[config.mk]
export PLATFORM = sky130hd
export DESIGN_NAME = pll_reset_sequencer
export DESIGN_NICKNAME = d
export VERILOG_FILES = /design/src/rtl/pll_reset_pkg.sv /design/src/rtl/pll_reset_sequencer_sync_bit.sv /design/src/rtl/pll_reset_sequencer.sv
export SDC_FILE = /design/constraint.sdc
export NUM_CORES = 1
export LEC_CHECK = 0
export ABC_AREA = 1
export BUFFER_PORTS_ARGS = -buffer_cell sky130_fd_sc_hd__buf_2
export CAP_MARGIN = 20
export CORE_MARGIN = 2
export CORE_UTILIZATION = 40
export CTS_CLUSTER_DIAMETER = 80
export CTS_CLUSTER_SIZE = 24
export DETAILED_ROUTE_END_ITERATION = 10
export PLACE_DENSITY_LB_ADDON = 0.3
export SETUP_SLACK_MARGIN = 0.15
export SYNTH_ARGS = -nofsm -noshare
export SYNTH_HDL_FRONTEND = slang
export SYNTH_HIERARCHICAL = 1
export SYNTH_SLANG_ARGS = --single-unit
export TNS_END_PERCENT = 30
[constraint.sdc]
create_clock -name clock -period 1.7 [get_ports clock]
set_input_delay 0.17 -clock clock [delete_from_list [all_inputs] [get_ports clock]]
set_output_delay 0.17 -clock clock [all_outputs]
set_load 0.02 [all_outputs]
[src/rtl/pll_reset_pkg.sv]
// pll_reset_pkg: shared types and constants for the PLL reset sequencer.
//   seq_state_e          - sequencer FSM states
//   *_DEF                - default parameter values for the sequencer
//   LOSS_CNT_MAX         - saturation value of the lock-loss counter
package pll_reset_pkg;

  typedef enum logic [1:0] {
    WAIT_LOCK = 2'd0,
    STABLE    = 2'd1,
    RELEASE   = 2'd2,
    RUN       = 2'd3
  } seq_state_e;

  localparam int SYNC_STAGES_DEF        = 2;
  localparam int LOCK_STABLE_CYCLES_DEF = 1024;
  localparam int STAGE_GAP_DEF          = 16;
  localparam int NUM_STAGES_DEF         = 3;

  localparam logic [7:0] LOSS_CNT_MAX = 8'hFF;

endpackage

[src/rtl/pll_reset_sequencer_sync_bit.sv]
// sync_bit: STAGES-deep flip-flop synchroniser for one asynchronous bit.
//   clk_i  - destination clock
//   rst_ni - asynchronous active-low clear (chain clears to 0)
//   d_i    - asynchronous input
//   q_o    - synchronised output (last flop of the chain)
module sync_bit
  import pll_reset_pkg::*;
#(
  parameter int STAGES = SYNC_STAGES_DEF
) (
  input  logic clk_i,
  input  logic rst_ni,
  input  logic d_i,
  output logic q_o
);

  logic [STAGES-1:0] chain_q;

  always_ff @(posedge clk_i or negedge rst_ni) begin
    if (!rst_ni) begin
      chain_q <= '0;
    end else begin
      chain_q <= {chain_q[STAGES-2:0], d_i};
    end
  end

  assign q_o = chain_q[STAGES-1];

endmodule

[src/rtl/pll_reset_sequencer.sv]
// pll_reset_sequencer: qualifies PLL lock stability, then releases NUM_STAGES
// active-high resets one at a time (bit 0 first). Lock loss or an external
// reset request re-asserts every stage at once.
//   clock           - domain clock (one PLL output)
//   resetn          - asynchronous active-low reset
//   pll_locked      - PLL lock, asynchronous to clock
//   ext_reset_req   - active-high reset request, asynchronous
//   reset_out       - per-stage resets, bit i released after bit i-1
//   ready           - high once every stage is released
//   lock_loss_count - saturating count of lock-loss aborts
module pll_reset_sequencer
  import pll_reset_pkg::*;
#(
  parameter int SYNC_STAGES        = SYNC_STAGES_DEF,
  parameter int LOCK_STABLE_CYCLES = LOCK_STABLE_CYCLES_DEF,
  parameter int STAGE_GAP          = STAGE_GAP_DEF,
  parameter int NUM_STAGES         = NUM_STAGES_DEF
) (
  input  logic                  clock,
  input  logic                  resetn,
  input  logic                  pll_locked,
  input  logic                  ext_reset_req,
  output logic [NUM_STAGES-1:0] reset_out,
  output logic                  ready,
  output logic [7:0]            lock_loss_count
);

  localparam int CNT_MAX = (LOCK_STABLE_CYCLES > STAGE_GAP) ? LOCK_STABLE_CYCLES : STAGE_GAP;
  localparam int CNT_W   = $clog2(CNT_MAX) + 1;

  localparam logic [CNT_W-1:0] CNT_ONE    = CNT_W'(1);
  localparam logic [CNT_W-1:0] LOCK_LAST  = CNT_W'(LOCK_STABLE_CYCLES - 1);
  localparam logic [CNT_W-1:0] GAP_LAST   = CNT_W'(STAGE_GAP - 1);
  localparam logic [3:0]       STAGE_LAST = 4'(NUM_STAGES - 1);

  function automatic logic [7:0] sat_inc(input logic [7:0] v);
    return (v == LOSS_CNT_MAX) ? v : v + 8'd1;
  endfunction

  logic lock_s;
  logic req_s;

  seq_state_e            state_q, state_d;
  logic [CNT_W-1:0]      cnt_q, cnt_d;
  logic [3:0]            stage_q, stage_d;
  logic [NUM_STAGES-1:0] rst_q, rst_d;
  logic                  ready_q, ready_d;
  logic [7:0]            loss_q, loss_d;
  logic                  abort;

  sync_bit #(.STAGES(SYNC_STAGES)) u_sync_lock (
    .clk_i  (clock),
    .rst_ni (resetn),
    .d_i    (pll_locked),
    .q_o    (lock_s)
  );

  sync_bit #(.STAGES(SYNC_STAGES)) u_sync_req (
    .clk_i  (clock),
    .rst_ni (resetn),
    .d_i    (ext_reset_req),
    .q_o    (req_s)
  );

  assign abort = !lock_s || req_s;

  always_comb begin
    state_d = state_q;
    cnt_d   = cnt_q;
    stage_d = stage_q;
    rst_d   = rst_q;
    ready_d = ready_q;
    loss_d  = loss_q;

    // Abort outranks any progress once the sequence has started.
    if (state_q != WAIT_LOCK && abort) begin
      state_d = WAIT_LOCK;
      cnt_d   = '0;
      stage_d = '0;
      rst_d   = '1;
      ready_d = 1'b0;
      if (!lock_s) begin
        loss_d = sat_inc(loss_q);
      end
    end else begin
      case (state_q)
        WAIT_LOCK: begin
          if (lock_s && !req_s) begin
            state_d = STABLE;
            cnt_d   = '0;
          end
        end
        STABLE: begin
          if (cnt_q == LOCK_LAST) begin
            // Shifting in zeros from bit 0 keeps releases strictly ordered.
            rst_d   = rst_q << 1;
            cnt_d   = '0;
            stage_d = 4'd1;
            if (NUM_STAGES == 1) begin
              ready_d = 1'b1;
              state_d = RUN;
            end else begin
              state_d = RELEASE;
            end
          end else begin
            cnt_d = cnt_q + CNT_ONE;
          end
        end
        RELEASE: begin
          if (cnt_q == GAP_LAST) begin
            rst_d   = rst_q << 1;
            cnt_d   = '0;
            stage_d = stage_q + 4'd1;
            if (stage_q == STAGE_LAST) begin
              ready_d = 1'b1;
              state_d = RUN;
            end
          end else begin
            cnt_d = cnt_q + CNT_ONE;
          end
        end
        RUN: begin
          state_d = RUN;
        end
        default: begin
          state_d = WAIT_LOCK;
        end
      endcase
    end
  end

  always_ff @(posedge clock or negedge resetn) begin
    if (!resetn) begin
      state_q <= WAIT_LOCK;
      cnt_q   <= '0;
      stage_q <= '0;
      rst_q   <= '1;
      ready_q <= 1'b0;
      loss_q  <= '0;
    end else begin
      state_q <= state_d;
      cnt_q   <= cnt_d;
      stage_q <= stage_d;
      rst_q   <= rst_d;
      ready_q <= ready_d;
      loss_q  <= loss_d;
    end
  end

  assign reset_out       = rst_q;
  assign ready           = ready_q;
  assign lock_loss_count = loss_q;

endmodule

==> flow_summary.ini, run 1 <==
[power]
p_sw_share_pct = 47.0
seq_power_share_pct = 28.8
p_total_uw = 3970
leakagePower_uw = 0.00114
p_sw_uw = 1870
p_int_uw = 2100
combPwrFrac_pct = 56.2
power_density_nw_per_um2 = 1670
power_frac_clock_pct = 15.0
worst_ir_drop_vdd_mv = 0.790

[setup_path]
rr_endpoint = stage_q[2]$_DFFE_PN0P_
critPathTopFamily = flip-flops
slowest_stage = dfrtp_2
r2r_cells = 9
crit_path_cell_trace = inv_4 > ha_4 > a21oi_4 > buf_6 > nor2_4 > nand2_4 > nand3_4 > nand2_2 > o21ai_2
cp.buffers_inverters = 2
crit_required_ps = 1890
regToRegSetupSlack_ps = 210
cp.arrival_ps = 1680
cp-end-kind = flip-flop
start_kind = flip-flop
cp_max_fo = 7
critPathKind = reg2reg
r2r_start = state_q[1]$_DFFE_PN0P_
slowest_delay_ps = 430

[sta]
clock_skew_ps = 7.09
finalCritPeriodShare_pct = 87.8
tightest_slew_ps = 733
setup_tns_ps = 0
rsz0062_at_grt = yes
drv_slew = 0
setup_viol = 0
hold_violations = 0
period_needed_ps = 1490
fmax_ghz = 0.670
slew_headroom_pct = 51.1

[yosys]
synthTopCellsByArea = dfrtp_1 39%, nand2_1 11%, inv_1 5.5%, ha_1 5.2%, nor2_1 4.7%
synthCells = 235
yosys.area.top_type = dfrtp_1
synth.distinct_cells = 30
synth_edf_count = 0
ys_seq_area_share_pct = 43.2
async_flop_share_pct = 100
synth.most_common_cell = nand2_1
netlist.area_leader.share_pct = 39.1
synth_seq_cells = 33
synth_top_cells_by_count = 57 x nand2_1, 30 x dfrtp_1, 28 x inv_1
syn_nets = 247
synth.avg_cell_area_um2 = 8.17
yosysWarnings = 6
syn_area_um2 = 1920
ys_dominant_reg_cell = dfrtp_1

[status]
status = finished clean

[cts]
clock_latency_ps = 290
cts_num_sinks = 33
clk_path_buf_depth = 2
htree_levels = 2
cts_root_buf = clkbuf_8
cts_tree = done
tritoncts.num_buffers = 5
cts.clk_slew.worst_paths_ps = 80

[drt]
drt_iter0_markers = 92
ant_nets = 0
vias = 1642
wirelength_um = 4060
post_drt_via_cell_ratio = 4.98
drc = 0
first_pass_iters = 4
post_drt_wl_per_cell_um = 12.3

[floorplan]
start_util_pct = 41.2
die_area_um2 = 5370
num_rows = 25
ios = 16
core_um2 = 4660
die_h_um = 73.3
die_x_um = 73.3

[final_layout]
final_util_pct = 51.0
finalNonFillerCells = 330
layout-drive-gt1-share_pct = 32.6
n_antenna_cell = 0
nets = 287
area_growth_pct = 23.9

[global_route]
grt_pass1_vias = 1517
antenna_found_initial = 0
grt_max_degree = 34
grt_usage_pct = 16.6
grt_first_pass_wirelength_um = 6820
grt-ovfl-total = 0

[placed_design]
gp_congestion = 0.945
place_inst = 307
dp_hpwl_um = 2750
io_buffer_count = 15

[worst_hold_path]
min_from = u_sync_lock/chain_q[0]$_DFF_PN0_
min_to = u_sync_lock/chain_q[1]$_DFF_PN0_
hp-class = reg2reg
min_delay_path_depth = 0

[run]
max-cap-violations = 0
==> logic make-up (layout without fill, tap and decap cells) <==
group | after synthesis | in the layout | synth area share (%)
buf+inv | 34 | 74 | 7.43
simple gates | 122 | 123 | 29.7
flops | 33 | 33 | 43.2
compound gates | 30 | 30 | 10.8
fa+ha+maj | 8 | 8 | 5.22
xor+xnor | 8 | 8 | 3.65
==> placed cells by master (no fill, tap or decap), drive strengths merged <==
cell	count
inv	31
o21a	1
nor2	28
clkbuf	5
dfstp	3
buf	31
nand3	20
ha	8
nand4	7
o21ai	15
a31o	1
dlygate4sd3	3
a21boi	1
xnor2	3
or2	1
dfrtp	30
a21oi	11
clkinvlp	1
nor3	3
nand2	64
clkinv	3
o21bai	1
xor2	5
==> flip-flops by register name, indices dropped and copies added (netlist names) <==
| register | count |
|---|---|
| u_sync_lock/chain_q | 2 |
| reset_out | 3 |
| stage_q | 4 |
| lock_loss_count | 8 |
| ready | 1 |
| state_q | 2 |
| cnt_q | 11 |
| u_sync_req/chain_q | 2 |
==> power by group through the flow <==
stage	clock, µW	sequential [µW]	combinational, µW
floorplan	0	1230	1280
global placement	0	1130	1770
detailed placement	0	1130	1780
CTS	602	1120	1970
global route	640	1170	2460
finish	597	1140	2230
==> repair_timing <==
action	4_1_cts	5_1_grt
pin swaps	1	4
buffers inserted	2	9
gates cloned	1	0
hold endpoints to repair	32	0
endpoints found under the setup margin	19	27
gates resized for setup	7	20
hold buffers	3	0
==> layout make-up <==
cell class	count	area, µm²
Clock buffer	5	68.8
Inverter	32	128
Multi-Input combinational cell	169	1040
Timing Repair Buffer	34	229
Sequential cell	33	831
Fill cell	435	2280
Tap cell	54	67.6
Clock inverter	3	17.5
==> through the flow <==
stage	hold slack [ps]	setup WS, ps	instance area, µm²
final	346	208	2380
after global routing	362	116	2380
after CTS	348	125	2250
after detailed placement	281	16.1	2080
after global placement	278	4.56	2080
after floorplan	-126	174	1920
==> metal layers <==
metal / GRT usage (%) / up-vias / part of all wire [%]
met4: 6.17 / 0 / 1.7
li1: - / 835 / -
met5: 0 / - / 0
met2: 26.2 / 19 / 48
met1: 21.8 / 781 / 48
met3: 4.12 / 7 / 2.8
==> how the worst max path moves through the flow <==
stage	start	to	slack, ps	cells past startpoint
floorplan	state_q[1]$_DFFE_PN0P_	stage_q[2]$_DFFE_PN0P_	170	9
global placement	state_q[0]$_DFFE_PN0P_	stage_q[1]$_DFFE_PN0P_	5	8
detailed placement	state_q[1]$_DFFE_PN0P_	stage_q[0]$_DFFE_PN0P_	20	8
CTS	state_q[1]$_DFFE_PN0P_	cnt_q[4]$_DFFE_PN0P_	130	9
global route	lock_loss_count[1]$_DFFE_PN0P_	lock_loss_count[0]$_DFFE_PN0P_	120	7
finish	state_q[1]$_DFFE_PN0P_	stage_q[2]$_DFFE_PN0P_	210	9
==> worst register-to-register path, stage by stage (launching register included) <==
cell     delay (ps)
dfrtp_2         430
inv_4            70
ha_4            180
a21oi_4         150
buf_6           130
nor2_4           50
nand2_4         110
nand3_4         140
nand2_2          90
o21ai_2          50
Note: power is estimated with default switching activity, not from simulation.
==> run 2, diff against run 1 <==
--- a/config.mk
+++ b/config.mk
@@ -5,7 +5,7 @@
 export SDC_FILE = /design/constraint.sdc
 export NUM_CORES = 1
 export LEC_CHECK = 0
-export ABC_AREA = 1
+export ABC_AREA = 0
 export BUFFER_PORTS_ARGS = -buffer_cell sky130_fd_sc_hd__buf_2
 export CAP_MARGIN = 20
 export CORE_MARGIN = 2
==> flow_summary.ini, run 2 <==
[drt]
wirelength_um = 5030
post_drt_wl_per_cell_um = 14.8
post_drt_via_cell_ratio = 5.59
drc = 0
drt_iter0_markers = 77
ant_nets = 0
vias = 1900
first_pass_iters = 4

[yosys]
ys_dominant_reg_cell = dfrtp_1
syn_area_um2 = 1990
yosysWarnings = 6
syn_nets = 214
synth.avg_cell_area_um2 = 9.87
synth.most_common_cell = dfrtp_1
synth_edf_count = 0
synthTopCellsByArea = dfrtp_1 38%, ha_1 5.0%, o211ai_1 4.9%, o2111ai_1 4.4%, dfstp_2 4.0%
synth_seq_cells = 33
synth.distinct_cells = 51
ys_seq_area_share_pct = 41.6
netlist.area_leader.share_pct = 37.6
synth_top_cells_by_count = 30 x dfrtp_1, 20 x nand2_1, 13 x o211ai_1
yosys.area.top_type = dfrtp_1
synthCells = 202
async_flop_share_pct = 100

[floorplan]
start_util_pct = 41.9
ios = 16
die_x_um = 74.6
die_h_um = 74.6
num_rows = 25
die_area_um2 = 5570
core_um2 = 4750

[cts]
cts.clk_slew.worst_paths_ps = 80
tritoncts.num_buffers = 5
clock_latency_ps = 300
post_cts_buffers = 0
clk_path_buf_depth = 2
htree_levels = 2
cts_tree = done
cts_num_sinks = 33
cts_root_buf = clkbuf_8

[final_layout]
multi_input_area_um2 = 1140
largest_register = cnt_q
final_cell_mix = 54 x buf_4, 30 x dfrtp_1, 20 x nand2_1, 15 x buf_2, 13 x o211ai_1
area_growth_pct = 35.3
regArea_um2 = 830
layout-drive-gt1-share_pct = 37.0
largest_reg_flops = 11
fill_cells = 425
nets = 284
final_common_cell = buf_4
n_antenna_cell = 0

[power]
power_frac_clock_pct = 14.5
p_int_uw = 2340
p_sw_share_pct = 43.7
leakagePower_uw = 0.00115
p_sw_uw = 1820
worst_ir_drop_vdd_mv = 1.04
p_total_uw = 4160
combPwrFrac_pct = 58.3
power_density_nw_per_um2 = 1540
seq_power_share_pct = 27.2

[setup_path]
cp-end-kind = flip-flop
cp.arrival_ps = 2170
r2r_cells = 4
regToRegSetupSlack_ps = -270
rr_endpoint = stage_q[1]$_DFFE_PN0P_
critPathKind = reg2reg
crit_required_ps = 1890
cp_max_fo = 3
r2r_start = cnt_q[8]$_DFFE_PN0P_
start_kind = flip-flop

[sta]
rsz0062_at_grt = yes
fmax_ghz = 0.507
period_needed_ps = 1970
slew_headroom_pct = 48.6
fin_ws_ps = -274
tightest_slew_ps = 771
drv_slew = 0
clock_skew_ps = 9.51
finalCritPeriodShare_pct = 116
setup_viol = 22
hold_violations = 0

[worst_hold_path]
min_delay_path_depth = 0
min_from = u_sync_lock/chain_q[0]$_DFF_PN0_
hp-class = reg2reg
min_to = u_sync_lock/chain_q[1]$_DFF_PN0_

[placed_design]
io_buffer_count = 15
gp_congestion = 0.843
dp_hpwl_um = 3680
dp_slack_ps = -294

[global_route]
grt_usage_pct = 20.2
grt_first_pass_wirelength_um = 8500
grt_max_degree = 34
antenna_found_initial = 0
grt-ovfl-total = 0
grt_pass1_vias = 1788

[run]
max-cap-violations = 0

[status]
violations = negative setup slack
status = complete, but fails checks
run 2: power groups by stage:
stage	combinational, µW	sequential, µW	clock, µW
after detailed placement	2380	1140	0
final	2420	1130	602
after global placement	2350	1140	0
after floorplan	1280	1270	0
after global routing	2630	1150	659
after CTS	2410	1130	618
run 2: layout make-up:
| type | count | area share [%] |
|---|---|---|
| inverters | 9 | 1.25 |
| repair buffers | 73 | 19.3 |
| flip-flops and latches | 33 | 30.7 |
| well taps | 67 | 3.11 |
| multi-input cells | 150 | 42.4 |
| clock buffers | 5 | 2.55 |
| clock inverters | 3 | 0.649 |
run 2: kinds of logic after synthesis:
family,count (synthesis),synth area share (%)
fa+ha+maj,8,5.02
flops,33,41.6
mux,4,2.38
compound gates,62,24.7
xor+xnor,7,3.07
buf+inv,19,4.39
simple gates,69,18.9
run 2: worst max-delay path: stages, from the launching register on:
cell	delay [ps]
dfrtp_1	380
or4_4	540
or3_4	360
a221oi_4	270
mux2_4	320
run 2: worst max path at each step:
| stage | from | to | slack [ps] | depth (start not counted) |
|---|---|---|---|---|
| final | cnt_q[8]$_DFFE_PN0P_ | stage_q[1]$_DFFE_PN0P_ | -270 | 4 |
| after global routing | cnt_q[8]$_DFFE_PN0P_ | stage_q[1]$_DFFE_PN0P_ | -330 | 4 |
| after CTS | cnt_q[8]$_DFFE_PN0P_ | stage_q[1]$_DFFE_PN0P_ | -270 | 4 |
| after detailed placement | cnt_q[8]$_DFFE_PN0P_ | stage_q[1]$_DFFE_PN0P_ | -290 | 4 |
| after global placement | cnt_q[8]$_DFFE_PN0P_ | stage_q[1]$_DFFE_PN0P_ | -280 | 4 |
| after floorplan | cnt_q[8]$_DFFE_PN0P_ | stage_q[1]$_DFFE_PN0P_ | -520 | 5 |
run 2: what timing repair did:
action                                  in CTS  in global routing
endpoints found under the setup margin      29                 29
gates resized for setup                      4                  1
hold buffers                                 3                  0
pin swaps                                    6                  5
endpoints found under the hold margin       32                  0
run 2: metrics by stage:
stage | TNS, ps | hold slack [ps] | instance area, µm² | utilization [%] | cells
finish | -4240 | 351 | 2700 | 56.8 | 340
global route | -6300 | 372 | 2700 | 56.8 | 340
CTS | -4250 | 352 | 2690 | 56.7 | 340
detailed placement | -4470 | 283 | 2560 | 53.8 | 329
global placement | -4170 | 279 | 2560 | 53.8 | 329
floorplan | -4910 | -126 | 2060 | - | 202
run 2: per-layer routing:
| layer | up-vias | part of all wire [%] | GRT usage, % |
|---|---|---|---|
| li1 | 922 | - | - |
| met1 | 926 | 48 | 26.7 |
| met2 | 46 | 46 | 31.7 |
| met3 | 6 | 4.7 | 5.49 |
| met4 | 0 | 1.4 | 7.74 |
| met5 | - | 0 | 0 |
==> run 3, diff against run 2 <==
--- a/config.mk
+++ b/config.mk
@@ -13,7 +13,6 @@
 export CTS_CLUSTER_DIAMETER = 80
 export CTS_CLUSTER_SIZE = 24
 export DETAILED_ROUTE_END_ITERATION = 10
-export PLACE_DENSITY_LB_ADDON = 0.3
 export SETUP_SLACK_MARGIN = 0.15
 export SYNTH_ARGS = -nofsm -noshare
 export SYNTH_HDL_FRONTEND = slang
==> flow_summary.ini, run 3 (synthesized netlist as in run 2, its figures left out) <==
[power]
power_density_nw_per_um2 = 1560
p_total_uw = 4370
worst_ir_drop_vdd_mv = 0.689
leakagePower_uw = 0.00119

[status]
violations = negative setup slack
status = complete, but fails checks

[cts]
clock_latency_ps = 290
tritoncts.num_buffers = 5
cts_tree = done
cts_root_buf = clkbuf_8
clk_path_buf_depth = 2
cts.clk_slew.worst_paths_ps = 70
post_cts_buffers = 0
htree_levels = 2
cts_num_sinks = 33

[final_layout]
n_antenna_cell = 0
final_cell_mix = 62 x buf_4, 30 x dfrtp_1, 20 x nand2_1, 15 x buf_2, 13 x o211ai_1
largest_register = cnt_q
area_growth_pct = 40.7
final_common_cell = buf_4
layout-drive-gt1-share_pct = 40.6
design_area_um2 = 2810
largest_reg_flops = 11
nets = 292

[setup_path]
slowest_stage = or4_4
rr_endpoint = stage_q[1]$_DFFE_PN0P_
slowest_delay_ps = 530
r2r_cells = 4
start_kind = flip-flop
regToRegSetupSlack_ps = -260
cp.arrival_ps = 2130
crit_required_ps = 1870
r2r_start = cnt_q[8]$_DFFE_PN0P_
cp_max_fo = 2
cp-end-kind = flip-flop
critPathKind = reg2reg
cp.buffers_inverters = 0
critPathTopFamily = simple AND/OR/NAND/NOR gates
crit_path_cell_trace = or4_4 > or3_4 > a221oi_4 > mux2_4

[worst_hold_path]
hp-class = reg2reg
min_from = u_sync_req/chain_q[0]$_DFF_PN0_
min_to = u_sync_req/chain_q[1]$_DFF_PN0_
min_delay_path_depth = 0

[global_route]
grt_max_degree = 34
grt-ovfl-total = 0
antenna_found_initial = 0
grt_first_pass_wirelength_um = 8870
grt_pass1_vias = 1854
grt_usage_pct = 21.2

[sta]
fmax_ghz = 0.511
fin_ws_ps = -256
setup_tns_ps = -3660
hold_violations = 0
tightest_slew_ps = 742
finalCritPeriodShare_pct = 115
period_needed_ps = 1960
rsz0062_at_grt = yes
slew_headroom_pct = 50.5
clock_skew_ps = 6.93
drv_slew = 0
setup_viol = 21

[floorplan]
die_h_um = 74.6
ios = 16
die_area_um2 = 5570
start_util_pct = 41.9
num_rows = 25
core_um2 = 4750
die_x_um = 74.6

[drt]
wirelength_um = 5180
first_pass_iters = 4
drc = 0
post_drt_via_cell_ratio = 5.43
post_drt_wl_per_cell_um = 14.9
vias = 1890
drt_iter0_markers = 152
ant_nets = 0

[run]
max-cap-violations = 0

[placed_design]
place_area_um2 = 2610
dp_hpwl_um = 3800
dp_slack_ps = -308
gp_congestion = 0.812
io_buffer_count = 15
run 3: cell types whose count changed in the layout (fill, tap and decap cells not counted), moves of 2 or more:
cell       change
o2111ai_2      +2
o31a_4         +2
o2111ai_1      -2
buf_4          +8
run 3: cell type report:
class | count | area, µm²
Fill cell | 441 | 1950
Clock buffer | 5 | 68.8
Timing Repair Buffer | 80 | 571
Sequential cell | 33 | 830
Multi-Input combinational cell | 151 | 1200
Tap cell | 67 | 83.8
Inverter | 9 | 33.8
Clock inverter | 3 | 17.5
run 3: stage by stage:
stage / cells / hold WS (ps) / utilization, %
2_1_floorplan: 202 / -126 / -
3_3_place_gp: 336 / 271 / 54.9
3_5_place_dp: 336 / 278 / 54.9
4_1_cts: 348 / 354 / 58.3
5_1_grt: 348 / 357 / 59.0
6_report: 348 / 350 / 59.0
run 3: routing by layer:
metal  vias to the layer above  global-route usage [%]  wire, µm
met4                         0                    10.3        85
met1                       890                    28.9      2480
met3                         7                    5.22       244
met2                        52                    31.6      2370
met5                         -                       0         0
li1                        941                       -         -
run 3: power breakdown:
group	leakage, µW	switching (µW)	internal (µW)	total [µW]
logic	0.000724	1420	1250	2670
clock network	0.0000439	304	282	586
registers	0.000425	142	975	1120
run 3: worst max-delay path by stage:
stage,end,slack (ps),startpoint,cells past startpoint
after floorplan,stage_q[1]$_DFFE_PN0P_,-520,cnt_q[8]$_DFFE_PN0P_,5
after detailed placement,cnt_q[4]$_DFFE_PN0P_,-310,cnt_q[8]$_DFFE_PN0P_,5
after CTS,stage_q[1]$_DFFE_PN0P_,-260,cnt_q[8]$_DFFE_PN0P_,4
after global placement,cnt_q[4]$_DFFE_PN0P_,-280,cnt_q[8]$_DFFE_PN0P_,5
final,stage_q[1]$_DFFE_PN0P_,-260,cnt_q[8]$_DFFE_PN0P_,4
after global routing,stage_q[2]$_DFFE_PN0P_,-330,cnt_q[8]$_DFFE_PN0P_,5
run 3: worst register-to-register path, stage by stage (launching register included):
cell and delay, ps:
dfrtp_1 380, or4_4 530, or3_4 360, a221oi_4 260, mux2_4 320
run 3: timing repair:
| item | CTS | global route |
|---|---|---|
| cloned | 1 | 0 |
| hold endpoints to repair | 32 | 0 |
| pin swaps | 11 | 11 |
| hold buffers | 3 | 0 |
| setup endpoints to repair | 26 | 29 |
| gates resized for setup | 6 | 6 |
